==> config.mk <==
export PLATFORM = sky130hd
export DESIGN_NAME = framebuffer_arbiter_flat
export DESIGN_NICKNAME = d
export VERILOG_FILES = /design/src/rtl/framebuffer_arbiter_if.sv /design/src/rtl/framebuffer_arbiter.sv /design/src/flat_wrapper.sv
export SDC_FILE = /design/constraint.sdc
export NUM_CORES = 1
export LEC_CHECK = 0
export CORE_ASPECT_RATIO = 1.75
export CORE_UTILIZATION = 35
export CTS_CLUSTER_SIZE = 8
export DETAILED_ROUTE_END_ITERATION = 6
export MAX_ROUTING_LAYER = met4
export PLACE_DENSITY = 0.68
export SLEW_MARGIN = 20
export SYNTH_ARGS = -nofsm -noshare
export SYNTH_HDL_FRONTEND = slang
export SYNTH_SLANG_ARGS = --single-unit
==> constraint.sdc <==
create_clock -name clk -period 3.1 [get_ports clk]
set_input_delay 0.62 -clock clk [delete_from_list [all_inputs] [get_ports clk]]
set_output_delay 0.62 -clock clk [all_outputs]
set_load 0.02 [all_outputs]
==> src/rtl/framebuffer_arbiter_if.sv <==
// ============================================================================
// Module   : framebuffer_arbiter_if
// Brief    : Video read, CPU write and RAM port bundle for the framebuffer arbiter
// Revision : 1.0  initial release
// ============================================================================
`default_nettype none

interface framebuffer_arbiter_if #(
    parameter int RAM_WIDTH     = 24,
    parameter int RAM_ADDR_BITS = 20
) ();
    logic [RAM_ADDR_BITS-1:0] vid_addr;
    logic                     vid_addr_valid;
    logic                     vid_addr_rdy;
    logic [RAM_WIDTH-1:0]     vid_data;
    logic                     vid_data_valid;
    logic                     vid_data_rdy;

    logic [RAM_ADDR_BITS-1:0] cpu_addr;
    logic [RAM_WIDTH-1:0]     cpu_wdata;
    logic [2:0]               cpu_wmask;
    logic                     cpu_valid;
    logic                     cpu_rdy;

    logic [RAM_ADDR_BITS-1:0] ram_addr;
    logic                     ram_en;
    logic [2:0]               ram_we;
    logic [RAM_WIDTH-1:0]     ram_wdata;
    logic [RAM_WIDTH-1:0]     ram_rdata;

    // Arbiter side
    modport slave (
        input  vid_addr, vid_addr_valid, vid_data_rdy,
        input  cpu_addr, cpu_wdata, cpu_wmask, cpu_valid,
        input  ram_rdata,
        output vid_addr_rdy, vid_data, vid_data_valid,
        output cpu_rdy,
        output ram_addr, ram_en, ram_we, ram_wdata
    );

    // Requester / RAM side
    modport master (
        output vid_addr, vid_addr_valid, vid_data_rdy,
        output cpu_addr, cpu_wdata, cpu_wmask, cpu_valid,
        output ram_rdata,
        input  vid_addr_rdy, vid_data, vid_data_valid,
        input  cpu_rdy,
        input  ram_addr, ram_en, ram_we, ram_wdata
    );
endinterface

`default_nettype wire

==> src/rtl/framebuffer_arbiter.sv <==
// ============================================================================
// Module   : framebuffer_arbiter
// Brief    : Single-port framebuffer RAM arbiter, credit-based video reads with
//            a 3-entry return FIFO and a starvation guard for CPU writes
// Revision : 1.0  initial release
// ============================================================================
`default_nettype none

module framebuffer_arbiter #(
    parameter int RAM_WIDTH        = 24,
    parameter int RAM_ADDR_BITS    = 20,
    parameter int CPU_STARVE_LIMIT = 16
) (
    input  wire logic              clk,
    input  wire logic              rst,
    framebuffer_arbiter_if.slave   bus
);

    localparam int                  c_STARVE_W   = $clog2(CPU_STARVE_LIMIT + 1);
    localparam logic [c_STARVE_W-1:0] c_STARVE_MAX = c_STARVE_W'(CPU_STARVE_LIMIT);
    localparam logic [1:0]          c_PTR_LAST   = 2'd2;

    logic [RAM_WIDTH-1:0]  fifo_mem_q [3];
    logic [1:0]            wr_ptr_q, wr_ptr_d;
    logic [1:0]            rd_ptr_q, rd_ptr_d;
    logic [1:0]            fifo_count_q, fifo_count_d;
    logic                  inflight_q, inflight_d;
    logic [c_STARVE_W-1:0] starve_cnt_q, starve_cnt_d;

    logic w_credit;
    logic w_force;
    logic w_vid_fire;
    logic w_cpu_fire;
    logic w_push;
    logic w_pop;

    function automatic logic [1:0] ptr_inc(input logic [1:0] ptr);
        return (ptr == c_PTR_LAST) ? 2'd0 : ptr + 2'd1;
    endfunction

    // Credit counts the read still in the RAM, so a pop this cycle never frees a slot early.
    assign w_credit = ({1'b0, fifo_count_q} + {2'b00, inflight_q}) <= 3'd2;
    assign w_force  = (starve_cnt_q == c_STARVE_MAX) && bus.cpu_valid;

    assign bus.vid_addr_rdy = !rst && w_credit && !w_force;
    assign bus.cpu_rdy      = !rst && (w_force || !(bus.vid_addr_valid && w_credit));

    assign w_vid_fire = bus.vid_addr_valid && bus.vid_addr_rdy;
    assign w_cpu_fire = bus.cpu_valid && bus.cpu_rdy;

    assign w_push = inflight_q;
    assign w_pop  = bus.vid_data_valid && bus.vid_data_rdy;

    assign bus.vid_data_valid = (fifo_count_q != 2'd0);
    assign bus.vid_data       = fifo_mem_q[rd_ptr_q];

    always_comb begin
        bus.ram_en    = 1'b0;
        bus.ram_we    = 3'b000;
        bus.ram_addr  = bus.vid_addr;
        bus.ram_wdata = bus.cpu_wdata;
        if (w_vid_fire) begin
            bus.ram_en   = 1'b1;
            bus.ram_addr = bus.vid_addr;
        end else if (w_cpu_fire) begin
            // An all-zero mask is consumed silently so it cannot look like a read.
            bus.ram_en   = (bus.cpu_wmask != 3'b000);
            bus.ram_we   = bus.cpu_wmask;
            bus.ram_addr = bus.cpu_addr;
        end
    end

    always_comb begin
        inflight_d   = w_vid_fire;
        wr_ptr_d     = w_push ? ptr_inc(wr_ptr_q) : wr_ptr_q;
        rd_ptr_d     = w_pop  ? ptr_inc(rd_ptr_q) : rd_ptr_q;
        fifo_count_d = fifo_count_q;
        case ({w_push, w_pop})
            2'b10:   fifo_count_d = fifo_count_q + 2'd1;
            2'b01:   fifo_count_d = fifo_count_q - 2'd1;
            default: fifo_count_d = fifo_count_q;
        endcase
        starve_cnt_d = starve_cnt_q;
        if (w_cpu_fire || !bus.cpu_valid) begin
            starve_cnt_d = '0;
        end else if (starve_cnt_q != c_STARVE_MAX) begin
            starve_cnt_d = starve_cnt_q + 1'b1;
        end
    end

    always_ff @(posedge clk) begin
        if (rst) begin
            wr_ptr_q     <= 2'd0;
            rd_ptr_q     <= 2'd0;
            fifo_count_q <= 2'd0;
            inflight_q   <= 1'b0;
            starve_cnt_q <= '0;
        end else begin
            wr_ptr_q     <= wr_ptr_d;
            rd_ptr_q     <= rd_ptr_d;
            fifo_count_q <= fifo_count_d;
            inflight_q   <= inflight_d;
            starve_cnt_q <= starve_cnt_d;
        end
    end

    always_ff @(posedge clk) begin
        if (!rst && w_push) begin
            fifo_mem_q[wr_ptr_q] <= bus.ram_rdata;
        end
    end

endmodule

`default_nettype wire

==> src/flat_wrapper.sv <==
// flat-port wrapper written by rule: the top's interface ports become plain ports
module framebuffer_arbiter_flat 
#(
    parameter int RAM_WIDTH        = 24,
    parameter int RAM_ADDR_BITS    = 20,
    parameter int CPU_STARVE_LIMIT = 16
)
  (clk, rst, bus_vid_addr, bus_vid_addr_valid, bus_vid_data_rdy, bus_cpu_addr, bus_cpu_wdata, bus_cpu_wmask, bus_cpu_valid, bus_ram_rdata, bus_vid_addr_rdy, bus_vid_data, bus_vid_data_valid, bus_cpu_rdy, bus_ram_addr, bus_ram_en, bus_ram_we, bus_ram_wdata);
  framebuffer_arbiter_if #(.RAM_WIDTH(RAM_WIDTH), .RAM_ADDR_BITS(RAM_ADDR_BITS)) bus_i ();
  input  wire logic clk;
  input  wire logic rst;
  input wire logic [$bits(bus_i.vid_addr)-1:0] bus_vid_addr;
  input wire logic [$bits(bus_i.vid_addr_valid)-1:0] bus_vid_addr_valid;
  input wire logic [$bits(bus_i.vid_data_rdy)-1:0] bus_vid_data_rdy;
  input wire logic [$bits(bus_i.cpu_addr)-1:0] bus_cpu_addr;
  input wire logic [$bits(bus_i.cpu_wdata)-1:0] bus_cpu_wdata;
  input wire logic [$bits(bus_i.cpu_wmask)-1:0] bus_cpu_wmask;
  input wire logic [$bits(bus_i.cpu_valid)-1:0] bus_cpu_valid;
  input wire logic [$bits(bus_i.ram_rdata)-1:0] bus_ram_rdata;
  output wire logic [$bits(bus_i.vid_addr_rdy)-1:0] bus_vid_addr_rdy;
  output wire logic [$bits(bus_i.vid_data)-1:0] bus_vid_data;
  output wire logic [$bits(bus_i.vid_data_valid)-1:0] bus_vid_data_valid;
  output wire logic [$bits(bus_i.cpu_rdy)-1:0] bus_cpu_rdy;
  output wire logic [$bits(bus_i.ram_addr)-1:0] bus_ram_addr;
  output wire logic [$bits(bus_i.ram_en)-1:0] bus_ram_en;
  output wire logic [$bits(bus_i.ram_we)-1:0] bus_ram_we;
  output wire logic [$bits(bus_i.ram_wdata)-1:0] bus_ram_wdata;
  assign bus_i.vid_addr = bus_vid_addr;
  assign bus_i.vid_addr_valid = bus_vid_addr_valid;
  assign bus_i.vid_data_rdy = bus_vid_data_rdy;
  assign bus_i.cpu_addr = bus_cpu_addr;
  assign bus_i.cpu_wdata = bus_cpu_wdata;
  assign bus_i.cpu_wmask = bus_cpu_wmask;
  assign bus_i.cpu_valid = bus_cpu_valid;
  assign bus_i.ram_rdata = bus_ram_rdata;
  assign bus_vid_addr_rdy = bus_i.vid_addr_rdy;
  assign bus_vid_data = bus_i.vid_data;
  assign bus_vid_data_valid = bus_i.vid_data_valid;
  assign bus_cpu_rdy = bus_i.cpu_rdy;
  assign bus_ram_addr = bus_i.ram_addr;
  assign bus_ram_en = bus_i.ram_en;
  assign bus_ram_we = bus_i.ram_we;
  assign bus_ram_wdata = bus_i.ram_wdata;
  framebuffer_arbiter #(.RAM_WIDTH(RAM_WIDTH), .RAM_ADDR_BITS(RAM_ADDR_BITS), .CPU_STARVE_LIMIT(CPU_STARVE_LIMIT)) u_core (.clk(clk), .rst(rst), .bus(bus_i));
endmodule
==> metrics.md <==
| Metric | Value |
|---|---|
| Status | finished with violations |
| Violated checks | design-rule violations |
| Pre-CTS WS | 0.0752 ns |
| Post-Synth Simple-Gate Area | 10.2% |
| DRT iter0 DRCs | 89 |
| Endpoints failing setup | 0 |
| WL per Instance | 15.6 um |
| Hold-fix buffers, CTS | 0 |
| Synth Area in Adders | 1.78% |
| Switching Power | 1080 uW |
| Die Span Y | 147 um |
| Synth Area in Compound Gates | 15.0% |
| R2R depth | 8 |
| Fillers | 1021 |
| Mapped Avg Cell Area | 12.0 um^2 |
| DRT Pass-1 Iters | 7 |
| Area grow syn2layout | 35.7% |
| Area share of the largest cell type after synthesis | 51.3% |
| PwrDens | 607 mW/mm^2 |
| Worst clock skew | 0.00289 ns |
| Sequential share of power | 38.5% |
| Synthesized flop and latch total | 86 |
| Gr usage total | 15.9% |
| Mapped Cells | 351 |
| Area leader, netlist | edfxtp_1 |
| Internal Power | 2400 uW |
| XOR/XNOR share of the synthesized area | 1.04% |
| Routability cong. | 0.737 |
| DP Area | 0.00545 mm^2 |
| Die area | 0.0125 mm^2 |
| Req. time, crit path | 2.48 ns |
| Setup TNS | 0 ns |
| Net count after synthesis | 453 |
| Post-synth cell types | 32 |
| Largest family of logic cells by synthesized area | compound AO/OA/AOI/OAI gates |
| Peak supply drop | 287 uV |
| Register area share after synthesis | 57.9% |
| Period utilization | 96.4% |
| Slew @ Worst Pin | 0.442 ns |
| Mux share of post-synthesis cell area | 5.97% |
| Maximum fanout along the worst path | 11 |
| Vias | 3098 |
| Design Area, Final | 0.00572 mm^2 |
| Synth top area cells | edfxtp_1 (51%), dfxtp_1 (6.6%), o211ai_2 (6.2%), nand2_1 (6.1%), mux2i_1 (5.7%) |
| H-tree levels | 3 |
| Layout cells sized above 1 | 14.6% |
| DRC | 11 |
| Logic pwr share | 33.9% |
| Clock tree buffer depth | 2 |
| Die Wd | 85.0 um |
| Post-route ant nets | 0 |
| Clk root buf | clkbuf_16 |
| Number of global-route vias before repair | 3183 |
| Commonest cells after routing, fill and taps aside | clkdlybuf4s50_1 (96), edfxtp_1 (72), nand2_1 (68) |
| Antenna cells | 0 |
| DP HPWL | 6560 um |
| Initial Util | 36.2% |
| Total Power | 3480 uW |
| GRT overflow | 0 |
| Minimum clock period | 2.99 ns |
| Final setup margin | 0.110 ns |
| End point of the critical path | bus_ram_addr[17] |
| Worst Setup SP | u_core.inflight_q$_SDFF_PP0_ |
| Switch share | 31.0% |
| # IOs | 171 |
| Commonest non-fill, non-tap cell in the layout | clkdlybuf4s50_1 |
| Core ar. | 0.0116 mm^2 |
| Max-cap violations | 0 |
| Async S/R FF share, synth | 0% |
| Slew margin rel. | 70.6% |
| CP arrival | 2.37 ns |
| First-pass GRT wire length | 15200 um |
| Pin count of the biggest net entering global routing | 49 |
| Slew Viols, Final | 0 |
| CTS buffer count | 9 |
| Clk pin slew, worst setup/hold paths | 0.06 ns |
| Final net count | 557 |
| Cell area after synthesis | 0.00422 mm^2 |
| Clock sinks | 86 |
| Num rows | 52 |
| Detailed Route WL | 9290 um |
| CTS tree | done |
| LEAKAGE | 0.00199 uW |
| Number of failing hold endpoints at the final stage | 0 |
| Number of synthesized flops with an enable pin | 72 |
| YS warnings | 0 |
| Leading register cell type out of synthesis | edfxtp_1 |
| R2R setup slack | 1.30 ns |
| DR vias/cell | 5.21 |
| Achievable frequency | 0.334 GHz |
| Worst hold slack | 0.482 ns |
| Startpoint types | flip-flop |
| HP Class | flip-flop to flip-flop |
| Worst r2r src | u_core.inflight_q$_SDFF_PP0_ |
| CP endpoint kind | primary output |
| Initial antenna violation count | 0 |
| Crit Path Class | flip-flop to primary output |
| R2R Path End | u_core.starve_cnt_q[4]$_SDFFE_PP0P_ |
| Clk network pwr share | 27.6% |
| Clock Latency Late Sink | 0.32 ns |
| Port Buffers | 122 |
[timing repair]
item,CTS,global route
pin swaps,0,1
buffers inserted,0,1
gates cloned,0,1
endpoints found under the setup margin,26,23
resized for setup,27,12
[cell type report]
type | count | area, um^2 | share of cell area (%)
Inverter | 7 | 26.3 | 0.459
Clock buffer | 9 | 225 | 3.94
Sequential cell | 86 | 2440 | 42.7
Timing Repair Buffer | 142 | 1340 | 23.4
Multi-Input combinational cell | 209 | 1470 | 25.7
Clock inverter | 7 | 48.8 | 0.853
Tap cell | 135 | 169 | 2.95
[through the flow]
stage,instances,util (%)
2_1_floorplan,351,-
3_3_place_gp,577,46.8
3_5_place_dp,577,46.8
4_1_cts,593,48.9
5_1_grt,595,49.1
6_report,595,49.1
[power by group through the flow]
stage / registers, uW / logic [uW] / clock network (uW)
2_1_floorplan: 1360 / 736 / 0
3_3_place_gp: 1360 / 1170 / 0
3_5_place_dp: 1360 / 1190 / 0
4_1_cts: 1340 / 1160 / 995
5_1_grt: 1340 / 1280 / 1050
6_report: 1340 / 1180 / 958
[worst min path at each step]
| stage | slack, ns | start | depth (start not counted) | end |
|---|---|---|---|---|
| final | 0.48 | u_core.rd_ptr_q[1]$_SDFFE_PP0P_ | 2 | u_core.rd_ptr_q[1]$_SDFFE_PP0P_ |
| after global routing | 0.51 | u_core.rd_ptr_q[1]$_SDFFE_PP0P_ | 2 | u_core.rd_ptr_q[1]$_SDFFE_PP0P_ |
| after CTS | 0.48 | u_core.rd_ptr_q[1]$_SDFFE_PP0P_ | 2 | flip-flop |
| after detailed placement | 0.47 | u_core.rd_ptr_q[1]$_SDFFE_PP0P_ | 2 | u_core.rd_ptr_q[1]$_SDFFE_PP0P_ |
| after global placement | 0.46 | u_core.rd_ptr_q[1]$_SDFFE_PP0P_ | 2 | u_core.rd_ptr_q[1]$_SDFFE_PP0P_ |
| after floorplan | 0.45 | u_core.rd_ptr_q[1]$_SDFFE_PP0P_ | 2 | flip-flop |
[cell usage after synthesis, types with 7 or more instances]
cell / number
o21ai_0: 26
buf_4: 26
dfxtp_1: 14
edfxtp_1: 72
mux2i_1: 24
buf_2: 12
o2111ai_1: 20
nand2_1: 68
o211ai_2: 21
inv_1: 7
clkbuf_1: 10
[cell families after synthesis]
kind of cell,after synthesis
AO/OA/AOI/OAI,76
XOR/XNOR,5
adder cells (fa/ha/maj),6
buffers and inverters,57
flip-flops,86
multiplexers,25
AND/OR/NAND/NOR,96
[registers in the layout (all words and copies together) (netlist names), named ones only]
name and flops:
u_core.fifo_count_q 2, u_core.inflight_q 1, u_core.starve_cnt_q 5, u_core.fifo_mem_q 72, u_core.wr_ptr_q 2, u_core.rd_ptr_q 2
[worst max-delay path, cell delays in order (launching register included)]
cell and delay (ns):
dfxtp_2 0.37, ha_1 0.18, inv_1 0.05, ha_1 0.26, nor3b_4 0.15, buf_4 0.16
o211a_4 0.34, o211ai_2 0.19, dlygate4sd2_1 0.35
[routing by layer]
layer	share of wire [%]	vias to the layer above	wire length (um)	global-route usage, %
li1	-	1484	-	-
met1	38	1494	3500	15.6
met2	56	108	5240	29.6
met3	4.7	12	440	2.64
met4	1.2	0	116	7.63
met5	0	-	0	-
Note: power is estimated with default switching activity, not from simulation.
